## config.mk

```make
export PLATFORM = sky130hd
export DESIGN_NAME = fp16_mul_unit
export DESIGN_NICKNAME = d
export VERILOG_FILES = /design/src/rtl/fp16_mul_unit.sv
export SDC_FILE = /design/constraint.sdc
export NUM_CORES = 1
export LEC_CHECK = 0
export ABC_AREA = 1
export CAP_MARGIN = 10
export CORE_UTILIZATION = 55
export CTS_CLUSTER_DIAMETER = 50
export DETAILED_ROUTE_END_ITERATION = 10
export PLACE_DENSITY = 0.84
export SYNTH_ARGS = -nofsm -noshare
export SYNTH_HDL_FRONTEND = slang
export SYNTH_SLANG_ARGS = --single-unit
```

## constraint.sdc

```tcl
create_clock -name clk -period 0.8 [get_ports clk]
set_input_delay 0.08 -clock clk [delete_from_list [all_inputs] [get_ports clk]]
set_output_delay 0.08 -clock clk [all_outputs]
set_load 0.02 [all_outputs]
```

## src/rtl/fp16_mul_unit.sv

```systemverilog
// fp16_mul_unit: binary16 multiplier with RNE rounding, flush-to-zero and a registered result
module fp16_mul_unit (
  input  logic        clk,
  input  logic        rst_n,
  input  logic [15:0] a,
  input  logic [15:0] b,
  output logic [15:0] result
);
  logic [15:0] result_d, result_q, norm_res;
  logic [21:0] p;
  logic [11:0] m;
  logic [9:0] frac;
  logic signed [7:0] e, ef;
  logic sign, hi, g, r, s, a_nan, b_nan, a_inf, b_inf, a_zero, b_zero;
  // combinational product: normalise, round to nearest even, then let special operands override
  always_comb begin
    sign = a[15] ^ b[15];
    a_nan = (&a[14:10]) & (|a[9:0]);
    b_nan = (&b[14:10]) & (|b[9:0]);
    a_inf = (&a[14:10]) & ~(|a[9:0]);
    b_inf = (&b[14:10]) & ~(|b[9:0]);
    a_zero = ~(|a[14:10]);
    b_zero = ~(|b[14:10]);
    p = {11'b0, 1'b1, a[9:0]} * {11'b0, 1'b1, b[9:0]};
    hi = p[21];
    e = $signed({3'b0, a[14:10]}) + $signed({3'b0, b[14:10]}) - 8'sd15 + $signed({7'b0, hi});
    frac = hi ? p[20:11] : p[19:10];
    g = hi ? p[10] : p[9];
    r = hi ? p[9] : p[8];
    s = hi ? |p[8:0] : |p[7:0];
    m = {2'b01, frac} + {11'b0, g & (r | s | frac[0])};
    ef = e + $signed({7'b0, m[11]});
    norm_res = ef >= 8'sd31 ? {sign, 5'h1f, 10'h0} :
               ef <= 8'sd0  ? {sign, 15'h0} :
                              {sign, ef[4:0], m[9:0]};
    result_d = (a_nan | b_nan)                    ? 16'h7e00 :
               ((a_zero & b_inf) | (a_inf & b_zero)) ? 16'h7e00 :
               (a_inf | b_inf)                    ? {sign, 5'h1f, 10'h0} :
               (a_zero | b_zero)                  ? {sign, 15'h0} :
                                                    norm_res;
  end
  // output register, cleared asynchronously so reset discards any in-flight product
  always_ff @(posedge clk or negedge rst_n) begin
    if (!rst_n) result_q <= 16'h0000;
    else result_q <= result_d;
  end
  assign result = result_q;
endmodule

```

==> impl_metrics.py, run 1 <==
metrics = {
    "sta": {
        "worst-ep-kind": "register input",
        "grt_worst_setup_endpoint": "result[9]$_DFF_PN0_/D",
    },
    "yosys": {
        "syn_avg_cell_area_um2": 6.84,
        "yosysWarnings": 0,
        "synth_flop_cell": "dfrtp_1",
        "yosys.area.top_type_share_pct": 26.6,
        "synth_cell_types": 38,
        "syn_area_um2": 6100,
        "synth-seq-cells": 16,
        "ys_seq_area_share_pct": 6.56,
        "netlist_top_cells_area": "fa_1, nand2_1, inv_1",
        "syn_inst": 892,
        "async_reset_ff_share_pct": 100,
        "synth_top_area_cell": "fa_1",
        "synthesis.nets": 1078,
        "synth_edf_count": 0,
    },
    "floorplan": {
        "initial_core_util_pct": 56.3,
        "rows": 38,
        "die_w_um": 107,
        "die_y_um": 107,
        "io_pins": 50,
    },
    "clock_network": {
        "root_buffer": "clkbuf_8",
        "numCtsBuffers": 3,
        "htreeDepth": 1,
        "clkSinkCount": 16,
        "clk_path_buf_depth": 2,
    },
    "placed_design": {
        "io_buffers": 49,
        "post-dp-hpwl_um": 13800,
        "globalplace.congestion": 0.922,
    },
    "global_route": {
        "grt_overflow": 4,
        "grt_max_degree": 17,
        "grt_usage_pct": 65.2,
    },
    "outcome": {
        "haltStage": "5_1_grt",
        "status": "stopped before the end",
        "tool.error": "[ERROR GRT-0232] Routing congestion too high. Check the congestion heatmap in the GUI.",
    },
}
## synthesized netlist by cell type (2+ instances only)
cell type	count
o21ai_0	3
dfrtp_1	16
a21oi_1	14
nand3_1	45
nand2_2	8
nor3_2	4
inv_2	4
nand3_2	4
nand2_4	5
o21ai_1	2
nand2_1	266
ha_1	71
nor2_2	3
nand4_1	5
nor2_1	37
clkbuf_1	20
xor2_1	11
nor3_1	11
nand3_4	2
nand4_2	2
and2_1	5
xnor2_1	6
nor2_4	2
nor4_1	5
fa_1	81
inv_1	247
o21bai_1	2
## metrics by stage
| step | setup WS, ps | instance area [um^2] | hold WS, ps | std cells | util, % |
|---|---|---|---|---|---|
| after floorplan | -5760 | 6400 | -216 | 892 | - |
| after global placement | -6460 | 8110 | 423 | 1230 | 74.8 |
| after detailed placement | -6750 | 8110 | 439 | 1230 | 74.8 |
| after CTS | -5760 | 8930 | 171 | 1292 | 82.3 |
## routing by layer
layer	track usage, %	overflow
met5	20.5	0
met4	59.6	2
met3	45.0	0
met1	66.5	0
met2	86.0	2
## cells by family after synthesis
group	synth area share (%)
fa+ha+maj	41.1
xor+xnor	2.71
compound gates	2.61
flops	6.56
buf+inv	16.7
simple gates	30.3
## repair_timing
action | 4_1_cts
pin swaps | 83
hold buffers | 0
gates cloned | 1
endpoints found under the hold margin | 0
endpoints found under the setup margin | 32
resized for setup | 278
buffers inserted | 59
==> inputs of run 2 (changes only) <==
--- a/config.mk
+++ b/config.mk
@@ -7,10 +7,9 @@
 export LEC_CHECK = 0
 export ABC_AREA = 1
 export CAP_MARGIN = 10
-export CORE_UTILIZATION = 55
-export CTS_CLUSTER_DIAMETER = 50
+export CORE_UTILIZATION = 40
 export DETAILED_ROUTE_END_ITERATION = 10
-export PLACE_DENSITY = 0.84
+export PLACE_DENSITY_LB_ADDON = 0.15
 export SYNTH_ARGS = -nofsm -noshare
 export SYNTH_HDL_FRONTEND = slang
 export SYNTH_SLANG_ARGS = --single-unit
==> impl_metrics.py, run 2 <==
metrics = {
    "yosys": {
        "ys_seq_area_share_pct": 6.56,
        "syn_area_um2": 6100,
        "synth_top_area_cell": "fa_1",
        "syn_inst": 892,
        "synth_edf_count": 0,
        "synth_cell_types": 38,
        "synth_flop_cell": "dfrtp_1",
        "syn_avg_cell_area_um2": 6.84,
        "yosysWarnings": 0,
        "netlist_top_cells_area": "fa_1, nand2_1, inv_1",
        "synth_most_common_cell": "nand2_1",
        "synth-seq-cells": 16,
        "yosys-top-cells-count": "nand2_1, inv_1, fa_1, ha_1, nand3_1",
        "async_reset_ff_share_pct": 100,
        "synthesis.nets": 1078,
        "yosys.area.top_type_share_pct": 26.6,
    },
    "worst_setup_path": {
        "cp_common_cell": "nand2_4",
        "max_stage_delay_ps": 520,
        "worstPathArrival_ps": 6760,
        "crit_type": "in2reg",
        "end_kind": "flip-flop",
        "cp_slowest_cell": "fa_1",
        "path_max_fanout": 6,
        "startpoint_type": "input pin",
        "cp.required_ps": 960,
    },
    "clock_network": {
        "htreeDepth": 1,
        "clk_path_buf_depth": 2,
        "cts_tree": "built",
        "clk_pin_slew_ps": 50,
        "numCtsBuffers": 3,
        "clkSinkCount": 16,
        "root_buffer": "clkbuf_16",
        "postCtsHoldBufs": 0,
    },
    "sta": {
        "rsz0062_at_grt": "yes",
        "worst_slack_ps": -5800,
        "period_share_pct": 826,
        "slew-limit-headroom_pct": 78.6,
        "hold_slack_ps": 163,
        "final-hold-violation-count": 0,
        "maxSlewViolCount": 0,
        "tns_ps": -87660,
        "period_minus_slack_ps": 6600,
        "tightest_slew_ps": 320,
        "setup_viol_count_final": 32,
        "fmax_mhz": 151,
    },
    "route": {
        "vias": 6052,
        "viasPerCell": 4.52,
        "drc": 2,
        "drtIter0Drc": 278,
        "dr.pass1.iters": 8,
        "routed_wl_um": 16000,
        "wire_per_inst_um": 11.9,
        "final_antenna_net_count": 0,
    },
    "final_layout": {
        "layout_commonest_cell": "nand2_1",
        "register_area_um2": 400,
        "largest_register_ff_count": 16,
        "n_antenna_cell": 0,
        "layout-drive-gt1-share_pct": 34.4,
        "multi_input_area_um2": 5130,
        "mostFrequentLayoutCells": "nand2_1, inv_1, buf_4",
        "final_nets": 1342,
        "n_fill_cell": 1329,
        "area.growth.synth_to_final_pct": 49.4,
    },
    "placed_design": {
        "io_buffers": 49,
        "globalplace.congestion": 0.825,
        "post-dp-hpwl_um": 13100,
    },
    "global_route": {
        "grt_pass1_wl_um": 27700,
        "grt_max_degree": 17,
        "grt_overflow": 0,
        "first_global_vias": 6209,
        "grt_usage_pct": 21.4,
        "antenna_found_initial": 0,
    },
    "floorplan": {
        "die-area_um2": 15700,
        "rows": 44,
        "initial_core_util_pct": 41.5,
        "core_um2": 14700,
        "die_y_um": 125,
        "die_w_um": 125,
        "io_pins": 50,
    },
    "job": {
        "maxCapViolCount": 0,
    },
    "worst_hold_path": {
        "hold_path.class": "in2async",
    },
    "outcome": {
        "violations": "design-rule violations, negative setup slack",
        "status": "complete, but fails checks",
    },
}
## run 2: worst max-delay path: cells and delay by family
kind	cells	cell delay [ps]
xor gates and xnor gates	2	320
buffers and inverters	9	570
adders and majority gates	8	3050
and+or+nand+nor	22	2600
AOI/OAI and AO/OA	1	130
## run 2: through the flow
step	instances	worst slack, ps	area, um^2	util (%)
global route	1338	-6190	9110	62.0
CTS	1336	-5640	8930	60.7
detailed placement	1279	-6640	8200	55.8
global placement	1279	-6540	8200	55.8
finish	1338	-5800	9110	62.0
floorplan	892	-5760	6400	-
## run 2: logic make-up (layout without fill, tap and decap cells)
group	after synthesis	in the layout	share of synthesized area [%]
AO/OA/AOI/OAI	26	26	2.61
XOR/XNOR	18	18	2.71
adder cells (fa/ha/maj)	152	152	41.1
buffers and inverters	271	533	16.7
flip-flops	16	16	6.56
AND/OR/NAND/NOR	409	409	30.3
## run 2: timing repair
action / CTS / global route
gates cloned: 0 / 0
buffers inserted: 56 / 4
endpoints found under the setup margin: 32 / 32
resized for setup: 256 / 41
pin swaps: 53 / 26
## run 2: worst max path at each step
stage	startpoint	endpoint	slack (ps)	depth (start not counted)
5_1_grt	b[3]	result[10]$_DFF_PN0_	-6190	47
4_1_cts	b[3]	result[9]$_DFF_PN0_	-5640	42
3_5_place_dp	b[2]	result[9]$_DFF_PN0_	-6640	43
3_3_place_gp	b[2]	result[3]$_DFF_PN0_	-6540	41
2_1_floorplan	b[9]	result[9]$_DFF_PN0_	-5760	45
6_report	b[4]	result[3]$_DFF_PN0_	-5800	42
## run 2: cell type report
cell class,count,area share [%]
multi-input cells,605,56.3
clock buffers,3,0.824
repair buffers,279,25.6
flip-flops and latches,16,4.39
inverters,251,10.4
well taps,184,2.53
## run 2: per-layer routing
layer	vias to the layer above	global-route usage (%)	wire length (um)
met2	80	38.2	7790
met1	2812	28.6	7540
li1	3142	-	-
met4	0	3.23	232
met5	-	0	0
met3	18	1.67	417
Power of run 2 is not shown: default switching activity piles up to over one toggle a cycle in this logic, so the estimate is an artifact.
